==> config.mk <==
export PLATFORM = sky130hd
export DESIGN_NAME = texture_fetch_sequencer
export DESIGN_NICKNAME = d
export VERILOG_FILES = /design/src/rtl/texture_fetch_pkg.sv /design/src/rtl/texel_addr_gen.sv /design/src/rtl/texture_fetch_sequencer.sv
export SDC_FILE = /design/constraint.sdc
export NUM_CORES = 1
export LEC_CHECK = 0
export CAP_MARGIN = 20
export CORE_AREA = 2 2 171 173
export DETAILED_ROUTE_END_ITERATION = 8
export DIE_AREA = 0 0 173 175
export GPL_TIMING_DRIVEN = 0
export PLACE_DENSITY = 0.82
export REMOVE_ABC_BUFFERS = 1
export SLEW_MARGIN = 15
export SYNTH_ARGS = -nofsm -noshare
export SYNTH_HDL_FRONTEND = slang
export SYNTH_SLANG_ARGS = --single-unit
==> constraint.sdc <==
create_clock -name aclk -period 6.2 [get_ports aclk]
set_input_delay 1.24 -clock aclk [delete_from_list [all_inputs] [get_ports aclk]]
set_output_delay 1.24 -clock aclk [all_outputs]
set_load 0.02 [all_outputs]
==> src/rtl/texture_fetch_pkg.sv <==
// Shared FSM encoding and fetch/filter timing constants for the texture fetch sequencer.
package texture_fetch_pkg;

  localparam int COORD_WIDTH          = 16;
  localparam int FETCH_BILINEAR_READS = 4;
  localparam int FETCH_NEAREST_READS  = 1;
  localparam int FILTER_LATENCY       = 4;

  typedef enum logic [1:0] {
    ST_IDLE  = 2'd0,
    ST_FETCH = 2'd1,
    ST_ISSUE = 2'd2
  } state_t;

endpackage

==> src/rtl/texel_addr_gen.sv <==
// Combinational 0.16 coordinate -> texel address/fraction mapping for the 2x2 footprint.
// Neighbour edge mode: TEXTURE_FETCH_CLAMP_EN defined = clamp-to-edge, otherwise repeat.
module texel_addr_gen
  import texture_fetch_pkg::*;
#(
  parameter int ADDR_WIDTH = 16
) (
  input  logic [COORD_WIDTH-1:0] tex_s,
  input  logic [COORD_WIDTH-1:0] tex_t,
  input  logic [3:0]             wlog2,
  input  logic [3:0]             hlog2,
  output logic [ADDR_WIDTH-1:0]  addr00,
  output logic [ADDR_WIDTH-1:0]  addr01,
  output logic [ADDR_WIDTH-1:0]  addr10,
  output logic [ADDR_WIDTH-1:0]  addr11,
  output logic [COORD_WIDTH-1:0] sub_s,
  output logic [COORD_WIDTH-1:0] sub_t
);

  logic [ADDR_WIDTH-1:0] x0, x1, y0, y1, xmask, ymask;
  logic [4:0]            shamt_x, shamt_y;

  always_comb begin
    shamt_x = 5'(COORD_WIDTH) - {1'b0, wlog2};
    shamt_y = 5'(COORD_WIDTH) - {1'b0, hlog2};
    xmask   = (ADDR_WIDTH'(1) << wlog2) - ADDR_WIDTH'(1);
    ymask   = (ADDR_WIDTH'(1) << hlog2) - ADDR_WIDTH'(1);
    x0      = ADDR_WIDTH'(tex_s >> shamt_x);
    y0      = ADDR_WIDTH'(tex_t >> shamt_y);
    // A 1-texel axis has no fractional position to interpolate across.
    sub_s   = (wlog2 == 4'd0) ? '0 : tex_s << wlog2;
    sub_t   = (hlog2 == 4'd0) ? '0 : tex_t << hlog2;
`ifdef TEXTURE_FETCH_CLAMP_EN
    x1      = (x0 == xmask) ? x0 : x0 + ADDR_WIDTH'(1);
    y1      = (y0 == ymask) ? y0 : y0 + ADDR_WIDTH'(1);
`else
    x1      = (x0 + ADDR_WIDTH'(1)) & xmask;
    y1      = (y0 + ADDR_WIDTH'(1)) & ymask;
`endif
    addr00  = (y0 << wlog2) | x0;
    addr01  = (y0 << wlog2) | x1;
    addr10  = (y1 << wlog2) | x0;
    addr11  = (y1 << wlog2) | x1;
  end

endmodule

==> src/rtl/texture_fetch_sequencer.sv <==
// Sequences 4 (bilinear) or 1 (nearest) texel reads per sample; ISSUE at accept+6/+3, out_valid 4 cycles later.
// s_ready only in IDLE, no request buffering; neighbour edge mode selected by TEXTURE_FETCH_CLAMP_EN.
module texture_fetch_sequencer
  import texture_fetch_pkg::*;
#(
  parameter int PIXEL_WIDTH = 16,
  parameter int ADDR_WIDTH  = 16
) (
  input  logic                   aclk,
  input  logic                   reset,
  input  logic                   s_valid,
  output logic                   s_ready,
  input  logic [15:0]            s_texS,
  input  logic [15:0]            s_texT,
  input  logic                   s_filter,
  input  logic [3:0]             cfg_wlog2,
  input  logic [3:0]             cfg_hlog2,
  output logic                   mem_rd,
  output logic [ADDR_WIDTH-1:0]  mem_addr,
  input  logic [PIXEL_WIDTH-1:0] mem_rdata,
  output logic [PIXEL_WIDTH-1:0] f_texel00,
  output logic [PIXEL_WIDTH-1:0] f_texel01,
  output logic [PIXEL_WIDTH-1:0] f_texel10,
  output logic [PIXEL_WIDTH-1:0] f_texel11,
  output logic [15:0]            f_subS,
  output logic [15:0]            f_subT,
  output logic                   f_enable,
  output logic                   out_valid
);

  state_t                    state, state_nxt;
  logic [2:0]                cnt, cnt_last;
  logic                      filt_q, accept, cap_vld;
  logic [1:0]                cap_idx;
  logic [ADDR_WIDTH-1:0]     addr_q [4];
  logic [ADDR_WIDTH-1:0]     a00, a01, a10, a11;
  logic [15:0]               sub_s, sub_t;
  logic [FILTER_LATENCY-1:0] vld_sr, flt_sr;

  texel_addr_gen #(.ADDR_WIDTH(ADDR_WIDTH)) u_addr_gen (
    .tex_s  (s_texS),
    .tex_t  (s_texT),
    .wlog2  (cfg_wlog2),
    .hlog2  (cfg_hlog2),
    .addr00 (a00),
    .addr01 (a01),
    .addr10 (a10),
    .addr11 (a11),
    .sub_s  (sub_s),
    .sub_t  (sub_t)
  );

  assign accept   = s_valid & s_ready;
  assign cnt_last = filt_q ? 3'(FETCH_BILINEAR_READS) : 3'(FETCH_NEAREST_READS);

  always_ff @(posedge aclk or posedge reset) begin
    if (reset) state <= ST_IDLE;
    else       state <= state_nxt;
  end

  // FETCH ends with one read-free cycle in which the last read data is captured.
  always_comb begin
    state_nxt = state;
    s_ready   = 1'b0;
    mem_rd    = 1'b0;
    mem_addr  = '0;
    case (state)
      ST_IDLE: begin
        s_ready = ~reset;
        if (s_valid && !reset) state_nxt = ST_FETCH;
      end
      ST_FETCH: begin
        if (cnt == cnt_last) begin
          state_nxt = ST_ISSUE;
        end else begin
          mem_rd   = 1'b1;
          mem_addr = addr_q[cnt[1:0]];
        end
      end
      ST_ISSUE: state_nxt = ST_IDLE;
      default:  state_nxt = ST_IDLE;
    endcase
  end

  always_ff @(posedge aclk or posedge reset) begin
    if (reset) begin
      cnt       <= '0;
      filt_q    <= 1'b0;
      addr_q    <= '{default: '0};
      cap_vld   <= 1'b0;
      cap_idx   <= '0;
      f_subS    <= '0;
      f_subT    <= '0;
      f_texel00 <= '0;
      f_texel01 <= '0;
      f_texel10 <= '0;
      f_texel11 <= '0;
      vld_sr    <= '0;
      flt_sr    <= '0;
    end else begin
      cap_vld <= mem_rd;
      cap_idx <= cnt[1:0];
      vld_sr  <= {vld_sr[FILTER_LATENCY-2:0], state == ST_ISSUE};
      flt_sr  <= {flt_sr[FILTER_LATENCY-2:0], (state == ST_ISSUE) & filt_q};
      if (accept) begin
        cnt       <= '0;
        filt_q    <= s_filter;
        addr_q[0] <= a00;
        addr_q[1] <= a01;
        addr_q[2] <= a10;
        addr_q[3] <= a11;
        f_subS    <= s_filter ? sub_s : '0;
        f_subT    <= s_filter ? sub_t : '0;
      end else if (mem_rd) begin
        cnt <= cnt + 3'd1;
      end
      if (cap_vld) begin
        case (cap_idx)
          2'd0: begin
            f_texel00 <= mem_rdata;
            // Nearest sampling replicates the single texel across the footprint.
            if (!filt_q) begin
              f_texel01 <= mem_rdata;
              f_texel10 <= mem_rdata;
              f_texel11 <= mem_rdata;
            end
          end
          2'd1:    f_texel01 <= mem_rdata;
          2'd2:    f_texel10 <= mem_rdata;
          default: f_texel11 <= mem_rdata;
        endcase
      end
    end
  end

  assign out_valid = vld_sr[FILTER_LATENCY-1];
  assign f_enable  = flt_sr[FILTER_LATENCY-1];

endmodule

==> results of run 1 <==
logic make-up after synthesis:
logic type / share of synthesized area
flip-flops: 0.350
AND/OR/NAND/NOR: 0.173
multiplexers: 0.196
adder cells (fa/ha/maj): 0.0188
buffers and inverters: 0.0415
XOR/XNOR: 0.0192
AO/OA/AOI/OAI: 0.201
synthesized netlist by cell type (19+ instances only):
cell        n  area (sq um)
nor2b_1    32           200
nor2_1    139           522
nand2_1   130           488
inv_1      21          78.8
mux2i_1    71           711
a31oi_1    28           175
a211oi_1   26           195
mux2_2     84           946
o21ai_0    76           380
nor3_1     42           210
a21oi_1    79           395
dfrtp_1   177          4430
mux4_2     37           833
nand3_1    21           105
clkbuf_1   72           270
ha_1       19           238
a22o_1     24           210
cell usage in the layout (no fill, tap or decap), types with 17 or more instances in the layout:
cell and instances:
a22o_1 24, a31oi_1 28, a21oi_1 79, clkbuf_16 17, nand3_1 21, nor3_1 42
nand2b_1 18, dfrtp_1 176, nor2_1 138, mux2i_1 68, nor2b_1 31, a211oi_1 26
mux4_2 37, nand2_1 129, mux2_2 84, o21ai_0 75, clkdlybuf4s50_1 168, o22a_1 18
per-layer routing:
| layer | part of all wire | GRT usage | up-vias | wire, um |
|---|---|---|---|---|
| met2 | 0.48 | 0.422 | 612 | 18700 |
| li1 | - | - | 5324 | - |
| met3 | 0.074 | 0.0494 | 121 | 2860 |
| met5 | 0 | 0 | - | 0 |
| met1 | 0.40 | 0.316 | 5718 | 15600 |
| met4 | 0.039 | 0.107 | 0 | 1500 |
metrics by stage:
step	utilization	instance area, sq um	hold slack [ps]	power [W]	std cells
after floorplan	-	12200	331	0.00377	1270
after global placement	0.510	14500	331	0.00493	1829
after detailed placement	0.516	14600	335	0.00507	1837
after CTS	0.540	15300	352	0.00622	1872
after global routing	0.546	15500	356	0.00654	1886
final	0.546	15500	349	0.00621	1886
state kept, by name, indices dropped and copies added (netlist names):
signal	count
cnt	3
f_subT	16
cap_vld	1
f_texel11	16
cap_idx	2
vld_sr	4
state	2
f_texel01	16
f_subS	16
flt_sr	4
f_texel00	16
filt_q	1
addr_q	64
f_texel10	16
what timing repair did:
item / 4_1_cts / 5_1_grt
cloned: 4 / 0
setup buffers: 0 / 13
endpoints found under the hold margin: 0 / 0
pin swaps: 1 / 1
gates resized for setup: 16 / 9
setup endpoints to repair: 31 / 21
how the worst max path moves through the flow:
stage | from | endpoint | slack (ps)
floorplan | reset | addr_q[0]$_DFFE_PP0P_ | 160
global placement | cfg_wlog2[0] | addr_q[12]$_DFFE_PP0P_ | -3950
detailed placement | cfg_hlog2[1] | addr_q[14]$_DFFE_PP0P_ | -1780
CTS | cfg_hlog2[1] | addr_q[27]$_DFFE_PP0P_ | 50
global route | cfg_hlog2[0] | addr_q[27]$_DFFE_PP0P_ | 30
finish | cfg_hlog2[0] | addr_q[27]$_DFFE_PP0P_ | 250
power by group through the flow:
stage / Sequential, W / Combinational, W / Clock (W)
floorplan: 0.00229 / 0.00148 / 0
global placement: 0.00199 / 0.00294 / 0
detailed placement: 0.00204 / 0.00303 / 0
CTS: 0.00202 / 0.00306 / 0.00115
global route: 0.00208 / 0.00327 / 0.00119
finish: 0.00201 / 0.00307 / 0.00113
layout make-up:
cell class / count / share of cell area
Clock inverter: 14 / 0.0124
Inverter: 24 / 0.00735
Timing Repair Buffer: 197 / 0.130
Tap cell: 384 / 0.0310
Clock buffer: 17 / 0.0275
Sequential cell: 177 / 0.286
Multi-Input combinational cell: 1070 / 0.505
Timing Repair inverter: 3 / 0.000969
worst register-to-register path: stages (launching register included):
cell	delay, ps
dfrtp_2	820
or3b_2	520
a21o_1	180
nand2b_1	580
inv_1	250
nand2_1	150
xor2_1	150
nor2_1	60
==> results by group, run 1 <==
Global routing
  – First-pass GRT wire length: 61,000 um
  – GR Util All Layers: 0.251
  – Largest net degree at the start of global routing: 114
  – Vias in the first global route: 11,238
  – Initial antenna violation count: 0
  – Overflow after GRT: 0

Pwr
  – Part of the power in combinational logic: 0.494
  – Maximum VDD drop: 205 uV
  – LEAKAGE: 6.08 nW
  – Power Density: 401 nW/um^2
  – Switching power: approximately 0.0024 W
  – Flop pwr share: 0.324
  – Cell-internal power: between 0.003 and 0.004 W
  – Switching share of power: 0.388
  – Clock group share of total power: 0.182

Critical path
  – Slowest library cell on the worst path: ha_4
  – Worst reg2reg path endpoint: cnt[2]$_DFFE_PP0P_
  – Crit-path max FO: 37
  – Buf/Inv on CP: 5
  – CP Class: primary input to register
  – Element type at the critical path start: primary input
  – CP Depth: 18
  – CP Capture Type: register
  – CP peak stage delay: 480 ps
  – Internal reg-to-reg setup slack: 3390 ps
  – WP data required: about 6600 ps
  – Reg2Reg Depth: 7
  – Data arrival, critical path: 6320 ps
  – Top delay family on crit path: compound AO/OA/AOI/OAI gates
  – CP cell instances: buf_2 > buf_12 > inv_2 > ha_4 > clkinvlp_4 > nor2_1 > a22o_1 > o32a_1 > clkinv_2 > ha_1 > o311ai_0 > o41a_1 > nand4b_1 > xor2_1 > a32o_1 > a2bb2oi_1 > a221oi_2 > a31oi_1
  – Worst r2r src: cnt[0]$_DFFE_PP0P_

Die
  – Initial cell density of the core: 0.446
  – Chip height: 175 um
  – Core ar.: 28,400 sq um
  – Num ports: roughly 180
  – Die Wd: 173 um
  – Die area: 30,300 sq um
  – Num rows: 62

STA
  – Hold Vio Cnt, Final: 0
  – Fin worst setup slack: about 250 ps
  – Final period util: 0.960
  – Setup Skew: about 11 ps
  – Peak Freq: 168 MHz
  – Slew HR: 0.319
  – Slew Limit Fails: 0
  – Fin Setup TNS: 0 ps
  – Min cycle time layout: 5950 ps
  – RSZ-0062 raised after global routing: false
  – Setup violators final: 0
  – Worst Max-Slew Pin Slew: 1010 ps

Yosys
  – EDFF count, synth: 0
  – Synth warnings: 0
  – Async set-reset flop share out of synthesis: 1.00
  – Cell count after synthesis: about 1,400
  – Post-synthesis sequential area ratio: 0.350
  – Main flop type after synthesis: dfrtp_1
  – Synthesized area: 12,700 sq um
  – Mean Syn Cell Area: 9.26 sq um
  – #FFs+latches synth: 177
  – Post-synthesis cell type count: 88

Drt
  – Vias: 11,775
  – TritonRoute pass-1 iters: 6
  – Avg WL per Cell: 20.5 um
  – Post-route ant nets: 0
  – Via density: around 6.2
  – Routed WL: 38,600 um
  – Initial DRC Count: ~1,200
  – Drt drc: 0

CTS
  – CTS tree: done
  – Clk buf depth: 2
  – Clk root buf: clkbuf_16
  – CTS Buf Count: 17
  – CTS sink count: 177
  – Clock transition at path regs: around 70 ps
  – H-tree Lvls: 4
  – Hold buffer count at CTS: 0
  – Clk_lat worst skew: 450 ps

Worst hold path
  – Worst Hold Class: register to register
  – Min-delay src: vld_sr[1]$_DFF_PP0_
  – Hold Path Sink: vld_sr[2]$_DFF_PP0_
  – WHS Path Cells: 0

Placement
  – Worst slack, placed: -1780 ps
  – Final GP Congestion: roughly 0.96
  – Input/output buffers: about 180
  – Hpwl dp: 28,000 um

Finish
  – Synthesis-to-finish area growth: 22.3%
  – Share of layout cells above drive strength 1: 0.154
  – Nets: 1,569
  – Diode count: 0
  – Register area: 4430 sq um
  – Fillers: 2,528
  – Multi-input logic area: 7830 sq um

Status
  – Result of the run: finished clean

Job
  – Max-Cap Viols: 0
Note: power is estimated with default switching activity, not from simulation.
==> run 2, diff against run 1 <==
--- a/config.mk
+++ b/config.mk
@@ -6,11 +6,11 @@
 export NUM_CORES = 1
 export LEC_CHECK = 0
 export CAP_MARGIN = 20
-export CORE_AREA = 2 2 171 173
+export CORE_AREA = 2 2 181 183
 export DETAILED_ROUTE_END_ITERATION = 8
-export DIE_AREA = 0 0 173 175
+export DIE_AREA = 0 0 183 185
 export GPL_TIMING_DRIVEN = 0
-export PLACE_DENSITY = 0.82
+export PLACE_DENSITY = 0.75
 export REMOVE_ABC_BUFFERS = 1
 export SLEW_MARGIN = 15
 export SYNTH_ARGS = -nofsm -noshare
==> results by group, run 2 (synthesis gave the netlist of run 1 again) <==
STA
  – Final period util: 0.960 (about the same)
  – Slew HR: 0.283 (-0.0358)
  – Setup Skew: 15.1 ps (+4.58 ps)
  – RSZ-0062 raised after global routing: false
  – Fin worst setup slack: 250 ps (+2.82 ps)
  – Worst Max-Slew Pin Slew: 1070 ps (+57.5 ps)
  – Slew Limit Fails: 0 (unchanged)
  – Setup violators final: 0 (unchanged)
  – Hold Vio Cnt, Final: 0 (unchanged)
  – Peak Freq: 168 MHz (about the same)
  – Fin Setup TNS: 0 ps (unchanged)
  – Min cycle time layout: 5950 ps (-2.82 ps)

Finish
  – Util after Layout: 0.484 (-0.0622)
  – Number of flip-flops in the largest register: 64 (unchanged)
  – Synthesis-to-finish area growth: 22.3% (about the same)
  – Non-filler cells, final: 1,908 (+1.2%)
  – Share of layout cells above drive strength 1: 0.150 (-0.00379)
  – Most frequent cells in the layout: dfrtp_1 (176), clkdlybuf4s50_1 (168), nor2_1 (139)
  – Commonest non-fill, non-tap cell in the layout: dfrtp_1
  – Diode count: 0 (unchanged)
  – Largest Register: addr_q
  – Nets: 1,566 (-0.19%)
  – Post-route cell area: 15,500 sq um (about the same)

Placement
  – Hpwl dp: 28,400 um (+1.6%)
  – Input/output buffers: 175 (unchanged)
  – Area after DPL: 14,700 sq um (+0.52%)
  – Worst slack, placed: -1750 ps (+29.7 ps)
  – Final GP Congestion: 0.922 (-4.1%)
  – Placed insts: 1,864 (+1.5%)

Die
  – Num ports: 176 (unchanged)
  – Die Wd: 183 um (+5.8%)
  – Initial cell density of the core: 0.396 (-0.0508)
  – Die area: 33,900 sq um (+12%)
  – Core ar.: 32,000 sq um (+13%)
  – Chip height: 185 um (+5.7%)
  – Num rows: 66 (+6.5%)

CTS
  – Clk_lat worst skew: 440 ps (about the same)
  – Hold buffer count at CTS: 0 (unchanged)
  – CTS Buf Count: 17 (unchanged)
  – H-tree Lvls: 4 (unchanged)
  – CTS sink count: 177 (unchanged)
  – Clk buf depth: 2 (unchanged)
  – Clk root buf: clkbuf_16
  – Clock transition at path regs: 80 ps (about the same)
  – CTS tree: done

Drt
  – Drt drc: 0 (unchanged)
  – Via density: 6.10 (-2.3%)
  – Vias: 11,641 (-1.1%)
  – Post-route ant nets: 0 (unchanged)
  – Avg WL per Cell: 20.4 um (-0.63%)
  – TritonRoute pass-1 iters: 5 (-1)
  – Initial DRC Count: 1,151 (-2.5%)
  – Routed WL: 38,800 um (+0.53%)

Critical path
  – Data arrival, critical path: 6250 ps (-70 ps)
  – CP cell instances: buf_2 > buf_12 > inv_2 > ha_1 > xnor2_4 > buf_6 > nor2_1 > a22o_1 > o32a_1 > clkinv_2 > ha_1 > inv_1 > o41a_1 > and3b_1 > a31oi_1 > o211ai_1 > o311ai_0 > a2111oi_1 > a211oi_1
  – Slowest library cell on the worst path: o41a_1
  – Element type at the critical path start: primary input
  – CP Capture Type: register
  – WP data required: 6500 ps (-70 ps)
  – CP most frequent cell: ha_1
  – CP Class: primary input to register
  – Buf/Inv on CP: 6 (+1)
  – CP peak stage delay: 530 ps (+50 ps)
  – Crit-path max FO: 37 (unchanged)
  – Top delay family on crit path: compound AO/OA/AOI/OAI gates

Global routing
  – Initial antenna violation count: 0 (unchanged)
  – Largest net degree at the start of global routing: 107 (-6.1%)
  – GR Util All Layers: 0.227 (-0.0239)
  – Overflow after GRT: 0 (unchanged)
  – Vias in the first global route: 11,256 (+0.16%)
  – First-pass GRT wire length: 61,500 um (+0.89%)

Worst hold path
  – Worst Hold Class: register to register

Pwr
  – LEAKAGE: 6.08 nW (-0.10%)
  – Maximum VDD drop: 180 uV (-12%)
  – Power Density: 398 nW/um^2 (-0.72%)

Job
  – Max-Cap Viols: 0 (unchanged)

Status
  – Result of the run: finished clean
run 2: cell types whose count changed in the layout (fill, tap and decap cells not counted), moves of 2 or more:
| cell | change |
|---|---|
| clkinv_8 | +2 |
| clkinvlp_2 | -2 |
| clkinv_4 | -2 |
| bufinv_16 | -2 |
| buf_4 | -5 |
run 2: final timing paths:
check                                      from                        to  slack (ps)  cells after the start
max                                cfg_hlog2[0]    addr_q[29]$_DFFE_PP0P_         250                     19
min reg2reg                 vld_sr[0]$_DFF_PP0_       vld_sr[1]$_DFF_PP0_         350                      0
min in group asynchronous                 reset  f_texel11[7]$_DFFE_PP0P_        1310                      2
max reg2reg                state[0]$_DFFE_PP0P_     f_subT[7]$_DFFE_PP0P_        3260                      7
max in group asynchronous                 reset    addr_q[56]$_DFFE_PP0P_        4010                      3
min                         vld_sr[0]$_DFF_PP0_       vld_sr[1]$_DFF_PP0_         350                      0
run 2: area by class of cell:
type / instances / area [sq um]
Sequential cell: 177 / 4430
Inverter: 24 / 113
Fill cell: 2972 / 16500
Multi-Input combinational cell: 1069 / 7800
Tap cell: 408 / 510
Timing Repair inverter: 1 / 5.00
Clock inverter: 15 / 183
Clock buffer: 17 / 425
Timing Repair Buffer: 197 / 2030
run 2: where the power goes:
part           internal [W]  total (W)  leakage, nW  switching [W]
logic               0.00152    0.00307         3.64        0.00155
clock network      0.000550    0.00111        0.292       0.000556
registers           0.00167    0.00199         2.15       0.000317
run 2: through the flow:
step           total power, W  hold WS [ps]
2_1_floorplan         0.00377           331
3_3_place_gp          0.00495           331
5_1_grt               0.00652           362
4_1_cts               0.00619           352
6_report              0.00617           352
3_5_place_dp          0.00507           335
run 2: worst reg2reg max path: stages, from the launching register on:
cell and delay (ps):
dfrtp_1 400, nor3_1 370, and2_4 270, buf_16 280, nand2_1 250, a21oi_1 840, nand2_1 250, o21ai_0 220
run 2: repair_timing:
| item | in CTS | in global routing |
|---|---|---|
| setup buffers | 2 | 7 |
| resized for setup | 14 | 8 |
| endpoints found under the setup margin | 27 | 16 |
| endpoints found under the hold margin | 0 | 0 |
| pin swaps | 1 | 1 |
| cloned | 1 | 0 |
run 2: routing by layer:
layer	wire length (um)	vias up	share of wire	track usage
met4	924	0	0.024	0.0608
met1	16100	5712	0.41	0.290
met2	19000	544	0.49	0.400
li1	-	5315	-	-
met3	2870	70	0.074	0.0376
met5	0	-	0	0
